[src/rtl/keypad_entry_buffer.sv]
`default_nettype none
// ============================================================================
// keypad_entry_buffer : key-event edge detect, NDIG-digit BCD entry buffer
//                       editing and serial BCD-to-binary conversion on enter
// Rev 1.0
// ============================================================================
module keypad_entry_buffer #(
  parameter int NDIG  = 4,
  parameter int VAL_W = 14
) (
  input  logic                       clk,
  input  logic                       rst,
  input  logic [4:0]                 digito,
  input  logic                       cambio_digito,
  input  logic                       enter_sync,
  output logic [4*NDIG-1:0]          bcd_out,
  output logic [$clog2(NDIG+1)-1:0]  count,
  output logic [3:0]                 letra,
  output logic                       letra_valid,
  output logic                       busy,
  output logic [VAL_W-1:0]           value,
  output logic                       value_valid
);

  localparam int BCD_W = 4 * NDIG;
  localparam int CNT_W = $clog2(NDIG + 1);
  localparam int IDX_W = (NDIG > 1) ? $clog2(NDIG) : 1;

  localparam logic [CNT_W-1:0] C_NDIG     = CNT_W'(NDIG);
  localparam logic [IDX_W-1:0] C_IDX_LAST = IDX_W'(NDIG - 1);

  localparam logic [0:0] S_IDLE    = 1'b0;
  localparam logic [0:0] S_CONVERT = 1'b1;

  logic [0:0]       state_q, state_d;
  logic             cam_q, ent_q;
  logic [BCD_W-1:0] bcd_q, bcd_d;
  logic [CNT_W-1:0] count_q, count_d;
  logic [3:0]       letra_q, letra_d;
  logic             letra_valid_q, letra_valid_d;
  logic [VAL_W-1:0] value_q, value_d;
  logic             value_valid_q, value_valid_d;
  logic [VAL_W-1:0] acc_q, acc_d;
  logic [IDX_W-1:0] idx_q, idx_d;

  logic             key_ev, ent_ev, start_conv, last_digit;
  logic [3:0]       cur_digit;
  logic [VAL_W-1:0] acc_next;

  assign key_ev     = cambio_digito & ~cam_q;
  assign ent_ev     = enter_sync & ~ent_q;
  assign start_conv = ent_ev && (count_q != '0);
  assign last_digit = (idx_q == '0);
  assign cur_digit  = bcd_q[{idx_q, 2'b00} +: 4];
  // acc * 10 as (acc << 3) + (acc << 1); VAL_W is sized so this never wraps
  assign acc_next   = (acc_q << 3) + (acc_q << 1) + VAL_W'(cur_digit);

  always_ff @(posedge clk or posedge rst) begin
    if (rst) state_q <= S_IDLE;
    else     state_q <= state_d;
  end

  always_comb begin
    state_d = state_q;
    case (state_q)
      S_IDLE:    if (start_conv) state_d = S_CONVERT;
      S_CONVERT: if (last_digit) state_d = S_IDLE;
      default:   state_d = S_IDLE;
    endcase
  end

  always_comb begin
    busy = (state_q == S_CONVERT);
  end

  always_comb begin
    bcd_d         = bcd_q;
    count_d       = count_q;
    letra_d       = letra_q;
    letra_valid_d = 1'b0;
    value_d       = value_q;
    value_valid_d = 1'b0;
    acc_d         = acc_q;
    idx_d         = idx_q;
    if (state_q == S_IDLE) begin
      // enter wins over a simultaneous key; that key is simply dropped
      if (ent_ev) begin
        if (start_conv) begin
          acc_d = '0;
          idx_d = C_IDX_LAST;
        end
      end else if (key_ev) begin
        if (digito < 5'd10) begin
          if (count_q < C_NDIG) begin
            bcd_d   = (bcd_q << 4) | BCD_W'(digito[3:0]);
            count_d = count_q + CNT_W'(1);
          end
        end else if (digito == 5'h0E) begin
          if (count_q != '0) begin
            bcd_d   = bcd_q >> 4;
            count_d = count_q - CNT_W'(1);
          end
        end else if (digito == 5'h0F) begin
          bcd_d   = '0;
          count_d = '0;
        end else if (digito >= 5'h0A && digito <= 5'h0D) begin
          letra_d       = digito[3:0];
          letra_valid_d = 1'b1;
        end
      end
    end else begin
      acc_d = acc_next;
      idx_d = idx_q - IDX_W'(1);
      if (last_digit) begin
        value_d       = acc_next;
        value_valid_d = 1'b1;
        bcd_d         = '0;
        count_d       = '0;
      end
    end
  end

  always_ff @(posedge clk or posedge rst) begin
    if (rst) begin
      cam_q         <= 1'b0;
      ent_q         <= 1'b0;
      bcd_q         <= '0;
      count_q       <= '0;
      letra_q       <= '0;
      letra_valid_q <= 1'b0;
      value_q       <= '0;
      value_valid_q <= 1'b0;
      acc_q         <= '0;
      idx_q         <= '0;
    end else begin
      cam_q         <= cambio_digito;
      ent_q         <= enter_sync;
      bcd_q         <= bcd_d;
      count_q       <= count_d;
      letra_q       <= letra_d;
      letra_valid_q <= letra_valid_d;
      value_q       <= value_d;
      value_valid_q <= value_valid_d;
      acc_q         <= acc_d;
      idx_q         <= idx_d;
    end
  end

  assign bcd_out     = bcd_q;
  assign count       = count_q;
  assign letra       = letra_q;
  assign letra_valid = letra_valid_q;
  assign value       = value_q;
  assign value_valid = value_valid_q;

endmodule
`default_nettype wire

[config.mk]
export PLATFORM = sky130hd
export DESIGN_NAME = keypad_entry_buffer
export DESIGN_NICKNAME = d
export VERILOG_FILES = /design/src/rtl/keypad_entry_buffer.sv
export SDC_FILE = /design/constraint.sdc
export NUM_CORES = 1
export LEC_CHECK = 0
export ABC_AREA = 1
export CORE_MARGIN = 2
export CORE_UTILIZATION = 45
export CTS_CLUSTER_DIAMETER = 80
export CTS_CLUSTER_SIZE = 8
export DETAILED_ROUTE_END_ITERATION = 6
export HOLD_SLACK_MARGIN = 0.08
export PLACE_DENSITY = 0.68
export SETUP_SLACK_MARGIN = 0.15
export SLEW_MARGIN = 15
export SYNTH_ARGS = -nofsm -noshare
export SYNTH_HDL_FRONTEND = slang
export SYNTH_SLANG_ARGS = --single-unit
[constraint.sdc]
create_clock -name clk -period 3.5 [get_ports clk]
set_clock_uncertainty 0.05 [all_clocks]
set_input_delay 0.7 -clock clk [delete_from_list [all_inputs] [get_ports clk]]
set_output_delay 0.7 -clock clk [all_outputs]
set_load 0.01 [all_outputs]
After elaboration in Yosys (flattened, before gate mapping)
Index checks and enable logic that the tools add are counted.
Word-level totals
  register bits after elaboration: 57
  input bits: 9
  output and inout bits: 40
  logic and storage cells: 85
Operators by class
  add/subtract/negate cells: 5
  $lt $le $gt $ge: 4
  equal/unequal tests: 6
  shifts and indexed selects: 1
  mux-type cells: 36
  bitwise gates (word level): 10
  reduce and logical (&&, ||, !) cells: 12
Operator list (count)
  16-bit 2-to-1 mux: 9
  13-bit 2-to-1 mux: 3
  3-bit 2-to-1 mux: 9
  16-bit by 4-bit OR with 16-bit output: 1
  16-bit by 5-bit indexed part select with 4-bit output: 1
  14-bit adder: 1
  14-bit by 4-bit adder with 14-bit output: 1
  1-bit 2-to-1 mux: 11
  5-bit by 4-bit equality test with 1-bit output, second input constant: 2
  1-bit NOT: 7
  7-bit AND reduction: 1
  2-bit 2-to-1 mux: 3
  6-bit AND reduction: 1
  2-bit nonzero test: 3
  5-bit by 4-bit greater-or-equal comparator with 1-bit output, second input constant: 1
  5-bit by 4-bit less-or-equal comparator with 1-bit output, second input constant: 1
  5-bit by 4-bit < comparator with 1-bit output, second input constant: 1
  4-bit by 3-bit != test with 1-bit output, second input constant: 1
  2-bit AND reduction: 2
  4-bit nonzero test: 1
  3-bit by 1-bit adder with 3-bit output, second input constant: 1
  3-bit < comparator, second input constant: 1
  3-bit by 2-bit != test with 1-bit output, second input constant: 1
  3-bit nonzero test: 1
  other kinds (8): 10

Depth between registers and ports, before layout
Gate-level depths: netlist of the first run.
  depth after elaboration: 9
  gate-level depth with buffers: 17
  mapped depth without buffers: 15

Least setup slack after synthesis of the first run
OpenSTA, ideal clock, no wires.
  path kind: reg2reg
  start: register idx_q[0]
  end: register acc_q[8]
  setup time: 0.117 ns
  data arrival time: 2.382 ns
  required time: 3.333 ns
  setup slack: 0.951 ns
  stages on the path, launching flop included: 17
  path buffers: 2
  period minus slack after synthesis: 2.549 ns
  cells stage by stage: dfrtp_1 > buf_2 > inv_1 > buf_2 > o21ai_0 > a21oi_1 > a21oi_1 > ha_1 > ha_1 > inv_1 > fa_1 > o21bai_1 > nand2_1 > nand2_1 > nand2_1 > nand3_1 > nand2_1
On the way
  word-level cells in the longest chain between the ends: 3
RTL lines
  start, declared: RTL line 44  | logic [IDX_W-1:0] idx_q, idx_d;
  start signal, assigned: RTL line 145  | idx_q <= idx_d;
  16-bit by 5-bit indexed part select with 4-bit output: RTL line 54  | assign cur_digit = bcd_q[{idx_q, 2'b00} +: 4];
  14-bit by 4-bit adder with 14-bit output: RTL line 56  | assign acc_next = (acc_q << 3) + (acc_q << 1) + VAL_W'(cur_digit);
  13-bit 2-to-1 mux: RTL line 85  | if (state_q == S_IDLE) begin
  end signal, assigned: RTL line 133  | acc_q <= '0;
  end signal, assigned: RTL line 144  | acc_q <= acc_d;
  end, declared: RTL line 43  | logic [VAL_W-1:0] acc_q, acc_d;
No other way between the ends.
A chain may end at the register's enable or synchronous reset.

Worst setup path in the final report of the first run
  start: register idx_q[0]
  end: register acc_q[10]
The elaborated chain is that of the path after synthesis.

==> results of run 1 <==
## layer usage
metal | global-route usage, % | vias up | wire length [um]
met5 | 0 | - | 0
met4 | 9.204 | 0 | 175
met3 | 3.580 | 16 | 293
met2 | 34.73 | 54 | 3896
met1 | 26.76 | 1374 | 3680
li1 | - | 1498 | -
## where the power goes
part | switching (W) | leakage [nW] | internal (W)
registers | 0.000204 | 0.732 | 0.000902
clock network | 0.000281 | 0.120 | 0.000491
logic | 0.00121 | 1.27 | 0.000864
## final cells by class
class / instances / area, um^2 / area share, %
tap: 102 / 127.6 / 2.982
clock buffer: 11 / 141.4 / 3.304
inverter: 59 / 226.5 / 5.292
clock inverter: 5 / 102.6 / 2.398
multi-input combinational: 313 / 1759 / 41.11
sequential: 57 / 1426 / 33.33
timing repair buffer: 50 / 495.5 / 11.58
## Yosys cell counts, types with 3 or more instances
library cell and instances:
sky130_fd_sc_hd__a21oi_1 18, sky130_fd_sc_hd__buf_2 3, sky130_fd_sc_hd__buf_6 5, sky130_fd_sc_hd__dfrtp_1 57, sky130_fd_sc_hd__ha_1 26, sky130_fd_sc_hd__inv_1 53
sky130_fd_sc_hd__inv_2 4, sky130_fd_sc_hd__nand2_1 146, sky130_fd_sc_hd__nand2_2 7, sky130_fd_sc_hd__nand2_4 4, sky130_fd_sc_hd__nand3_1 22, sky130_fd_sc_hd__nand3b_1 3
sky130_fd_sc_hd__nand4_1 4, sky130_fd_sc_hd__nor2_1 14, sky130_fd_sc_hd__o21ai_0 32, sky130_fd_sc_hd__o21ai_1 4, sky130_fd_sc_hd__o21ai_2 11, sky130_fd_sc_hd__or2_2 3
sky130_fd_sc_hd__xor2_1 5
## worst paths after layout
path                                       from               endpoint  depth (start not counted)
max                        idx_q[0]$_DFFE_PP0P_  acc_q[10]$_DFFE_PP0P_                         14
min                        value[7]$_DFFE_PP0P_   value[7]$_DFFE_PP0P_                          2
max reg2reg                idx_q[0]$_DFFE_PP0P_  acc_q[10]$_DFFE_PP0P_                         14
min reg2reg                value[7]$_DFFE_PP0P_   value[7]$_DFFE_PP0P_                          2
max in group asynchronous                   rst         busy$_DFF_PP0_                          3
min in group asynchronous                   rst   value[4]$_DFFE_PP0P_                          3
## kinds of logic after synthesis
kind of cell	count (synthesis)	synth area share (%)
simple gates	208	26.33
buf+inv	71	9.780
compound gates	70	11.41
flops	57	40.40
fa+ha+maj	28	10.35
xor+xnor	7	1.736
## metrics by stage
step           power (W)  setup WS (ps)  area (um^2)
2_1_floorplan   0.002560          950.6         3531
3_5_place_dp    0.003198          719.2         4035
5_1_grt         0.004313          456.1         4279
3_3_place_gp    0.003146          839.4         4035
6_report        0.003951          701.3         4279
4_1_cts         0.003979          706.8         4279
## placed cells by master, fill, tap and decap left out
cell and instances:
sky130_fd_sc_hd__xor2_1 5, sky130_fd_sc_hd__inv_2 5, sky130_fd_sc_hd__inv_6 1, sky130_fd_sc_hd__o21bai_1 1, sky130_fd_sc_hd__a22o_1 1, sky130_fd_sc_hd__nand2_1 146, sky130_fd_sc_hd__inv_1 52, sky130_fd_sc_hd__clkinv_1 1
sky130_fd_sc_hd__dfrtp_1 57, sky130_fd_sc_hd__bufinv_16 3, sky130_fd_sc_hd__nand3_1 22, sky130_fd_sc_hd__xnor2_1 2, sky130_fd_sc_hd__nand4_1 4, sky130_fd_sc_hd__nor2_1 14, sky130_fd_sc_hd__nand2_2 7, sky130_fd_sc_hd__buf_4 2
sky130_fd_sc_hd__nand3_2 2, sky130_fd_sc_hd__clkinv_2 1, sky130_fd_sc_hd__clkbuf_8 10, sky130_fd_sc_hd__or2_2 3, sky130_fd_sc_hd__o21ai_2 11, sky130_fd_sc_hd__clkinvlp_4 1, sky130_fd_sc_hd__clkbuf_1 1, sky130_fd_sc_hd__nand3_4 1
sky130_fd_sc_hd__o22ai_1 2, sky130_fd_sc_hd__nand2_4 4, sky130_fd_sc_hd__o21ai_1 4, sky130_fd_sc_hd__o21ai_0 32, sky130_fd_sc_hd__nand3b_1 3, sky130_fd_sc_hd__nor2_2 1, sky130_fd_sc_hd__fa_1 2, sky130_fd_sc_hd__a22oi_1 1
sky130_fd_sc_hd__a21oi_1 18, sky130_fd_sc_hd__nor2_8 1, sky130_fd_sc_hd__clkdlybuf4s50_1 48, sky130_fd_sc_hd__ha_1 26
## state kept, by name, indices dropped and copies added, names as in the netlist
register	flops
bcd_out	16
value	14
acc_q	13
letra	4
count	3
idx_q	2
busy	1
cam_q	1
ent_q	1
letra_valid	1
value_valid	1
## worst max-delay path: stages, from the launching register on
cell	delay [ps]
sky130_fd_sc_hd__dfrtp_1	460
sky130_fd_sc_hd__inv_1	260
sky130_fd_sc_hd__o21ai_0	130
sky130_fd_sc_hd__a21oi_1	130
sky130_fd_sc_hd__a21oi_1	60
sky130_fd_sc_hd__ha_1	280
sky130_fd_sc_hd__ha_1	190
sky130_fd_sc_hd__inv_1	70
sky130_fd_sc_hd__fa_1	420
sky130_fd_sc_hd__o21bai_1	270
sky130_fd_sc_hd__nand2_1	120
sky130_fd_sc_hd__nand2_1	80
sky130_fd_sc_hd__nand2_1	60
sky130_fd_sc_hd__nand3_1	70
sky130_fd_sc_hd__nand2_1	50
==> results.py, run 1 <==
metrics = {
    "clock_tree": {
        "clock_path_buffers": 2,
        "clock_latency_ps": 350,
        "post_cts_resize_count": 0,
        "clock_pin_slew_on_the_worst_setup_and_hold_paths_ps": 70,
        "postCtsSetupRepairBufs": 0,
        "cts_tree": "yes",
        "clock_sink_count": 57,
        "cts-root-buf": "sky130_fd_sc_hd__clkbuf_8",
        "tritoncts.num_buffers": 9,
        "htree_num_levels": 3,
        "postCtsHoldBufs": 0,
    },
    "synth": {
        "yosys_warnings": 0,
        "cell_area_synth_um2": 3531,
        "dominantRegCellSynth": "sky130_fd_sc_hd__dfrtp_1",
        "yosysTopAreaCell": "sky130_fd_sc_hd__dfrtp_1",
        "post_synth_num_cell_types": 33,
        "seq_area_frac_synth_pct": 40.40,
        "synth_nets": 478,
        "synth_enable_flop_cells": 0,
        "main_area_contributors_after_synthesis": "sky130_fd_sc_hd__dfrtp_1, sky130_fd_sc_hd__nand2_1, sky130_fd_sc_hd__ha_1, sky130_fd_sc_hd__inv_1, sky130_fd_sc_hd__o21ai_0",
        "async_reset_ff_share_pct": 100.0,
        "synthCells": 441,
        "postSynthAreaPerCell_um2": 8.007,
        "synth_top_area_share_pct": 40.40,
        "yosys_register_bits": 57,
    },
    "pwr": {
        "power_per_cell_area_nw_per_um2": 923.4,
        "total_leakage_power_nw": 2.123,
        "vdd_ir_drop_max_mv": 0.3396,
    },
    "timing": {
        "setup_repair_after_global_routing_missed_its_margin": "false",
        "slew_violations": 0,
        "setup_tns_ps": 0,
        "finalWorstPathRequiredPeriod_ps": 2799,
        "slew-limit-headroom_pct": 51.65,
        "worst_hold_slack_ps": 427.5,
        "fmax_mhz": 357.3,
        "final-hold-violation-count": 0,
        "period_share_pct": 79.96,
        "tightest_slew_ps": 725.2,
        "final-setup-viol-count": 0,
    },
    "detailed_routing": {
        "ant_nets": 0,
        "avgRoutedWirePerCell_um": 13.48,
        "detailedRoute.firstIterationViolations": 166,
        "drtPass1Iterations": 5,
        "drt-total-wl_um": 8046,
        "via_count": 2942,
        "drc": 0,
        "detail_route.vias_per_cell": 4.928,
    },
    "placed_design": {
        "dpl.cell_count": 581,
        "hpwlAfterDp_um": 5827,
        "io_buffer_count": 48,
        "place.gp.congestion": 0.8514,
    },
    "layout": {
        "fin_nets": 527,
        "diodes": 0,
        "layout.filler_cells": 691,
        "layout_cells_sized_above_1_pct": 10.71,
        "area_growth_syn_to_layout_pct": 21.19,
        "fin_util_pct": 55.96,
        "final-instance-count-excl-fill": 597,
    },
    "die": {
        "floorplan.initialDensity_pct": 46.17,
        "dieWidth_um": 92.58,
        "core_area_um2": 7647,
        "die_height_um": 92.58,
        "top_level_ports": 49,
        "rows": 32,
        "die-area_um2": 8571,
    },
    "grt": {
        "gr-usage-all-layers_pct": 20.90,
        "via_count_of_the_first_global_routing_pass": 2991,
        "grt_max_degree": 58,
        "grt_overflow_total": 0,
        "antenna_violations_before_repair": 0,
        "global_route_wire_length_before_repair_um": 14030,
    },
    "setup_path": {
        "critPathRequiredTime_ps": 3690,
        "critical_path.endpoint_type": "register",
        "worst-setup-path-type": "register to register",
        "timing.critical_path.from_type": "register",
        "worst_path_arrival_ps": 2990,
        "ff2ff_setup_slack_ps": 700,
        "critPathMaxFanout": 11,
    },
    "flow_run": {
        "drv.max_cap_violation_count": 0,
    },
    "hold_path": {
        "holdCritPathClass": "register to register",
    },
    "run_status": {
        "run_status": "complete, no violations",
    },
}
Power figures use the tool's default switching activity.
==> run 2, diff against run 1 <==
--- a/config.mk
+++ b/config.mk
@@ -12,7 +12,7 @@
 export CTS_CLUSTER_SIZE = 8
 export DETAILED_ROUTE_END_ITERATION = 6
 export HOLD_SLACK_MARGIN = 0.08
-export PLACE_DENSITY = 0.68
+export PLACE_DENSITY = 0.7
 export SETUP_SLACK_MARGIN = 0.15
 export SLEW_MARGIN = 15
 export SYNTH_ARGS = -nofsm -noshare
==> constraint.sdc (replaced) <==
create_clock -name clk -period 2.4 [get_ports clk]
set_clock_uncertainty 0.05 [all_clocks]
set_input_delay 0.48 -clock clk [delete_from_list [all_inputs] [get_ports clk]]
set_output_delay 0.48 -clock clk [all_outputs]
set_load 0.01 [all_outputs]
==> run 2 against run 1 <==
Against the previous run: the run now ends with setup timing left; die area stayed put; worst hold slack lost 49 ps; design area grew 5.7%; highest routed layer unchanged.
==> results.py, run 2 (same netlist as run 1, synthesis figures left out) <==
metrics = {
    "detailed_routing": {
        "drc": 0,
        "ant_nets": 0,
        "avgRoutedWirePerCell_um": 13.76,
        "detailedRoute.firstIterationViolations": 97,
        "detail_route.vias_per_cell": 4.915,
        "drtPass1Iterations": 4,
        "via_count": 3013,
        "drt-total-wl_um": 8436,
    },
    "pwr": {
        "total_leakage_power_nw": 2.214,
        "vdd_ir_drop_max_mv": 0.5032,
        "power_per_cell_area_nw_per_um2": 1333,
    },
    "timing": {
        "finalWorstSetupSlack_ps": -40.44,
        "tightest_slew_ps": 364.9,
        "final-hold-violation-count": 0,
        "final-setup-viol-count": 10,
        "slew_violations": 0,
        "finalWorstPathRequiredPeriod_ps": 2440,
        "period_share_pct": 101.7,
        "setup_repair_after_global_routing_missed_its_margin": "true",
        "fmax_mhz": 409.8,
        "slew-limit-headroom_pct": 75.64,
    },
    "placed_design": {
        "place.gp.congestion": 0.8765,
        "place_ws_ps": -66.89,
        "hpwlAfterDp_um": 6190,
        "placed_cell_area_um2": 4174,
        "io_buffer_count": 48,
    },
    "setup_path": {
        "ff2ff_setup_slack_ps": -40,
        "critical-path-top-cell-by-count": "sky130_fd_sc_hd__nand2_1",
        "timing.critical_path.slowest_cell_delay_ps": 470,
        "reg2reg_to": "acc_q[8]$_DFFE_PP0P_",
        "reg2regPathDepth": 13,
        "path_cells": "buf_4, a21oi_1, a21oi_1, ha_1, ha_2, inv_2, fa_2, o21bai_4, nand2_2, nand2_1, nand2_1, nand3_1, nand2_1",
        "highest_delay_cell_along_the_critical_path": "sky130_fd_sc_hd__dfrtp_2",
        "worst_path_arrival_ps": 2630,
        "reg_to_reg_startpoint": "idx_q[0]$_DFFE_PP0P_",
        "critPathRequiredTime_ps": 2590,
        "critPathMaxFanout": 7,
        "timing.critical_path.from_type": "register",
        "worst-setup-path-type": "register to register",
        "critical_path.endpoint_type": "register",
    },
    "die": {
        "rows": 32,
        "core_area_um2": 7647,
        "top_level_ports": 49,
        "die-area_um2": 8571,
        "dieWidth_um": 92.58,
        "die_height_um": 92.58,
        "floorplan.initialDensity_pct": 46.17,
    },
    "flow_run": {
        "drv.max_cap_violation_count": 0,
    },
    "clock_tree": {
        "clock_sink_count": 57,
        "cts_tree": "yes",
        "htree_num_levels": 3,
        "tritoncts.num_buffers": 9,
        "clock_pin_slew_on_the_worst_setup_and_hold_paths_ps": 80,
        "postCtsHoldBufs": 0,
        "cts-root-buf": "sky130_fd_sc_hd__clkbuf_8",
        "clock_path_buffers": 2,
        "clock_latency_ps": 350,
    },
    "layout": {
        "finish.instance_area_um2": 4523,
        "layout_common_cells": "sky130_fd_sc_hd__nand2_1, sky130_fd_sc_hd__dfrtp_1, sky130_fd_sc_hd__inv_1",
        "fin_util_pct": 59.15,
        "fin_nets": 543,
        "layout.filler_cells": 656,
        "layout_cells_sized_above_1_pct": 19.96,
        "final_common_cell": "sky130_fd_sc_hd__nand2_1",
        "largest_register_ff_count": 16,
        "diodes": 0,
        "area_growth_syn_to_layout_pct": 28.10,
    },
    "run_status": {
        "violations": "setup timing",
        "run_status": "finished with violations",
    },
    "hold_path": {
        "holdCritPathClass": "input pin to async pin",
    },
    "grt": {
        "antenna_violations_before_repair": 0,
        "global_route_wire_length_before_repair_um": 14450,
        "grt_overflow_total": 0,
        "via_count_of_the_first_global_routing_pass": 3070,
        "gr-usage-all-layers_pct": 21.21,
        "grt_max_degree": 44,
    },
}
==> run 2: cell types whose count changed in the layout (fill, tap and decap cells not counted), sizes merged <==
cell / delta
buf: +16
bufinv: -2
inv: +2
clkinvlp: +2
clkbuf: -2
==> run 2: power by group <==
part	switching, W	internal [W]
Combinational	0.00199	0.00150
Sequential	0.000296	0.00132
Clock	0.000439	0.000487
Total	0.00273	0.00330
==> run 2: worst max-delay path by stage <==
stage | from | endpoint | slack, ps | cells after the start
4_1_cts | idx_q[0]$_DFFE_PP0P_ | value[10]$_DFFE_PP0P_ | -20 | 14
2_1_floorplan | idx_q[0]$_DFFE_PP0P_ | acc_q[8]$_DFFE_PP0P_ | 80 | 16
3_5_place_dp | idx_q[0]$_DFFE_PP0P_ | value[9]$_DFFE_PP0P_ | -70 | 13
6_report | idx_q[0]$_DFFE_PP0P_ | acc_q[8]$_DFFE_PP0P_ | -40 | 13
5_1_grt | idx_q[0]$_DFFE_PP0P_ | acc_q[8]$_DFFE_PP0P_ | -150 | 13
3_3_place_gp | idx_q[0]$_DFFE_PP0P_ | value[8]$_DFFE_PP0P_ | 20 | 11
==> run 2: final cells by class <==
cell class / count / area, um^2 / share of cell area [%]
timing repair buffer: 66 / 631.9 / 13.97
tap: 102 / 127.6 / 2.822
sequential: 57 / 1428 / 31.56
multi-input combinational: 313 / 1903 / 42.07
clock buffer: 9 / 123.9 / 2.739
inverter: 59 / 230.2 / 5.090
clock inverter: 7 / 78.83 / 1.743
==> run 2: metrics by stage <==
stage          hold slack (ps)  power, W  TNS [ps]  std cells
2_1_floorplan            403.1  0.003796         0        441
3_5_place_dp             411.1  0.004836    -502.9        595
3_3_place_gp             409.5  0.004760         0        595
6_report                 378.3  0.006031    -183.0        613
4_1_cts                  387.0  0.005816    -125.2        611
5_1_grt                  418.4  0.006549     -1960        613
==> run 2: layer usage <==
metal	track usage (%)	part of all wire [%]	vias up
met5	0	0	-
met4	5.846	0.60	0
met3	5.126	3.4	7
met2	36.62	51	48
met1	26.51	45	1418
li1	-	-	1540
==> run 2: what timing repair did <==
action,4_1_cts,5_1_grt
gates resized for setup,5,28
endpoints found under the setup margin,19,21
gates cloned,0,0
pin swaps,1,14
buffers inserted,0,2
==> run 2: critical path, delay by kind of cell, from the launching register on <==
kind            cells  cell delay, ps
buf+inv             2             200
fa+ha+maj           3             850
flops               1             470
compound gates      3             440
simple gates        5             310
==> run 3, diff against run 2 <==
--- a/config.mk
+++ b/config.mk
@@ -6,14 +6,16 @@
 export NUM_CORES = 1
 export LEC_CHECK = 0
 export ABC_AREA = 1
+export CORE_ASPECT_RATIO = 2
 export CORE_MARGIN = 2
 export CORE_UTILIZATION = 45
 export CTS_CLUSTER_DIAMETER = 80
 export CTS_CLUSTER_SIZE = 8
 export DETAILED_ROUTE_END_ITERATION = 6
 export HOLD_SLACK_MARGIN = 0.08
-export PLACE_DENSITY = 0.7
+export PLACE_DENSITY = 0.77
 export SETUP_SLACK_MARGIN = 0.15
+export SKIP_CTS_REPAIR_TIMING = 1
 export SLEW_MARGIN = 15
 export SYNTH_ARGS = -nofsm -noshare
 export SYNTH_HDL_FRONTEND = slang
==> run 3 against run 2 <==
Against the previous run: global-route usage is 4.7 points higher; final cell count decreased by 0.82%; sequential power is essentially flat; first-iteration DRC count increased by 71%; design area is 3.6% higher; non-clock buffer count grew 3; sequential cell count unchanged; largest cell class unchanged; the run still ends with setup timing left; clock-buffer cell count up 2.
==> results.py, run 3 (same netlist as run 1, synthesis figures left out) <==
metrics = {
    "die": {
        "core_area_um2": 7601,
        "floorplan.initialDensity_pct": 46.45,
        "die-area_um2": 8614,
        "dieWidth_um": 66.64,
        "rows": 45,
        "top_level_ports": 49,
        "die_height_um": 129.3,
    },
    "placed_design": {
        "io_buffer_count": 48,
        "placed_cell_area_um2": 4187,
        "hpwlAfterDp_um": 7434,
        "place_ws_ps": -138.9,
        "place.gp.congestion": 0.9472,
    },
    "layout": {
        "layout_common_cells": "sky130_fd_sc_hd__nand2_1, sky130_fd_sc_hd__dfrtp_1, sky130_fd_sc_hd__inv_1",
        "largest_register_ff_count": 16,
        "diodes": 0,
        "final_common_cell": "sky130_fd_sc_hd__nand2_1",
        "area_growth_syn_to_layout_pct": 32.74,
        "finish.instance_area_um2": 4687,
        "fin_nets": 546,
        "layout_cells_sized_above_1_pct": 19.46,
        "fin_util_pct": 61.66,
    },
    "timing": {
        "setup_repair_after_global_routing_missed_its_margin": "true",
        "slew-limit-headroom_pct": 68.77,
        "worst_hold_slack_ps": 413.4,
        "tightest_slew_ps": 468.5,
        "slew_violations": 0,
        "period_share_pct": 105.9,
        "final-hold-violation-count": 0,
        "finalWorstSetupSlack_ps": -142.3,
        "final-setup-viol-count": 18,
        "finalWorstPathRequiredPeriod_ps": 2542,
        "fmax_mhz": 393.4,
    },
    "detailed_routing": {
        "via_count": 3232,
        "detailedRoute.firstIterationViolations": 166,
        "ant_nets": 0,
        "detail_route.vias_per_cell": 5.316,
        "drtPass1Iterations": 4,
        "drt-total-wl_um": 10070,
        "drc": 0,
        "avgRoutedWirePerCell_um": 16.56,
    },
    "clock_tree": {
        "tritoncts.num_buffers": 9,
        "clock_sink_count": 57,
        "clock_pin_slew_on_the_worst_setup_and_hold_paths_ps": 50,
        "clock_path_buffers": 2,
        "htree_num_levels": 3,
        "clock_latency_ps": 340,
        "cts-root-buf": "sky130_fd_sc_hd__clkbuf_16",
        "cts_tree": "yes",
    },
    "setup_path": {
        "worst_path_arrival_ps": 2710,
        "timing.critical_path.from_type": "register",
        "worst-setup-path-type": "register to register",
        "critPathRequiredTime_ps": 2570,
        "path_cells": "o21ai_2, a21oi_1, a21oi_1, fa_1, fa_2, nand3b_1, nand3_1, nand2_1, nand3_1, nand2_1",
        "critical_path.top_delay_family": "adder cells",
        "reg2regPathDepth": 10,
        "critical_path.endpoint_type": "register",
        "timing.critical_path.buf_inv": 0,
        "reg_to_reg_startpoint": "idx_q[0]$_DFFE_PP0P_",
        "highest_delay_cell_along_the_critical_path": "sky130_fd_sc_hd__fa_1",
        "reg2reg_to": "value[12]$_DFFE_PP0P_",
        "ff2ff_setup_slack_ps": -140,
        "critPathMaxFanout": 8,
        "timing.critical_path.slowest_cell_delay_ps": 490,
        "path_depth": 10,
    },
    "pwr": {
        "post-layout-total-power_w": 0.006896,
        "power.sequential.fraction_pct": 23.8,
        "combinationalPowerShare_pct": 52.6,
        "power_per_cell_area_nw_per_um2": 1471,
        "power.clock.fraction_pct": 23.6,
        "power_report.internal_total_w": 0.003985,
        "total_switching_power_w": 0.002911,
        "netSwitchingFraction_pct": 42.22,
        "total_leakage_power_nw": 2.306,
        "vdd_ir_drop_max_mv": 0.8139,
    },
    "grt": {
        "global_route_wire_length_before_repair_um": 16490,
        "grt_overflow_total": 0,
        "gr-usage-all-layers_pct": 25.90,
        "via_count_of_the_first_global_routing_pass": 3401,
        "antenna_violations_before_repair": 0,
        "grt_max_degree": 31,
    },
    "run_status": {
        "violations": "setup timing",
        "run_status": "finished with violations",
    },
    "hold_path": {
        "hold_path_depth": 1,
        "holdCritPathClass": "register to register",
        "timing.hold.worst_endpoint": "letra[3]$_DFFE_PP0P_",
        "hold_path_startpoint": "letra[3]$_DFFE_PP0P_",
    },
    "flow_run": {
        "drv.max_cap_violation_count": 0,
    },
}
==> run 3: cell count changes in the layout (fill, tap and decap cells not counted), moves of 2 or more <==
cell                         before  now
sky130_fd_sc_hd__nand2_1        138  140
sky130_fd_sc_hd__clkbuf_16        0    9
sky130_fd_sc_hd__buf_4           16   20
sky130_fd_sc_hd__clkbuf_8         9    2
sky130_fd_sc_hd__nand3_1         15   17
sky130_fd_sc_hd__inv_6            3    1
sky130_fd_sc_hd__bufinv_16        1    4
sky130_fd_sc_hd__clkinvlp_4       3    0
==> run 3: per-layer routing <==
layer,global-route usage (%),share of wire [%]
met5,0,0
met4,20.05,7.0
met3,4.514,3.0
met2,47.71,57
met1,23.98,33
==> run 3: power groups by stage <==
stage,clock network [W],logic (W),registers [W]
detailed placement,0,0.00333,0.00165
CTS,0.00164,0.00339,0.00164
global placement,0,0.00324,0.00163
finish,0.00163,0.00362,0.00164
global route,0.00167,0.00400,0.00169
floorplan,0,0.00214,0.00166
==> run 3: worst max path at each step <==
stage	startpoint	to
floorplan	idx_q[0]$_DFFE_PP0P_	acc_q[8]$_DFFE_PP0P_
global placement	idx_q[0]$_DFFE_PP0P_	value[7]$_DFFE_PP0P_
detailed placement	idx_q[0]$_DFFE_PP0P_	value[7]$_DFFE_PP0P_
CTS	idx_q[0]$_DFFE_PP0P_	value[7]$_DFFE_PP0P_
global route	idx_q[0]$_DFFE_PP0P_	value[8]$_DFFE_PP0P_
finish	idx_q[0]$_DFFE_PP0P_	value[12]$_DFFE_PP0P_
==> run 3: metrics by stage <==
step | cells | setup TNS, ps
2_1_floorplan | 441 | 0
3_3_place_gp | 590 | -287.9
3_5_place_dp | 590 | -878.5
4_1_cts | 606 | -1110
5_1_grt | 608 | -3396
6_report | 608 | -1550
==> run 3: cell type report <==
type	instances	area, um^2
Clock buffer	11	252.7
Clock inverter	5	125.1
Fill cell	660	2914
Inverter	59	229.0
Multi-Input combinational cell	313	1884
Sequential cell	57	1428
Tap cell	94	117.6
Timing Repair Buffer	69	650.6
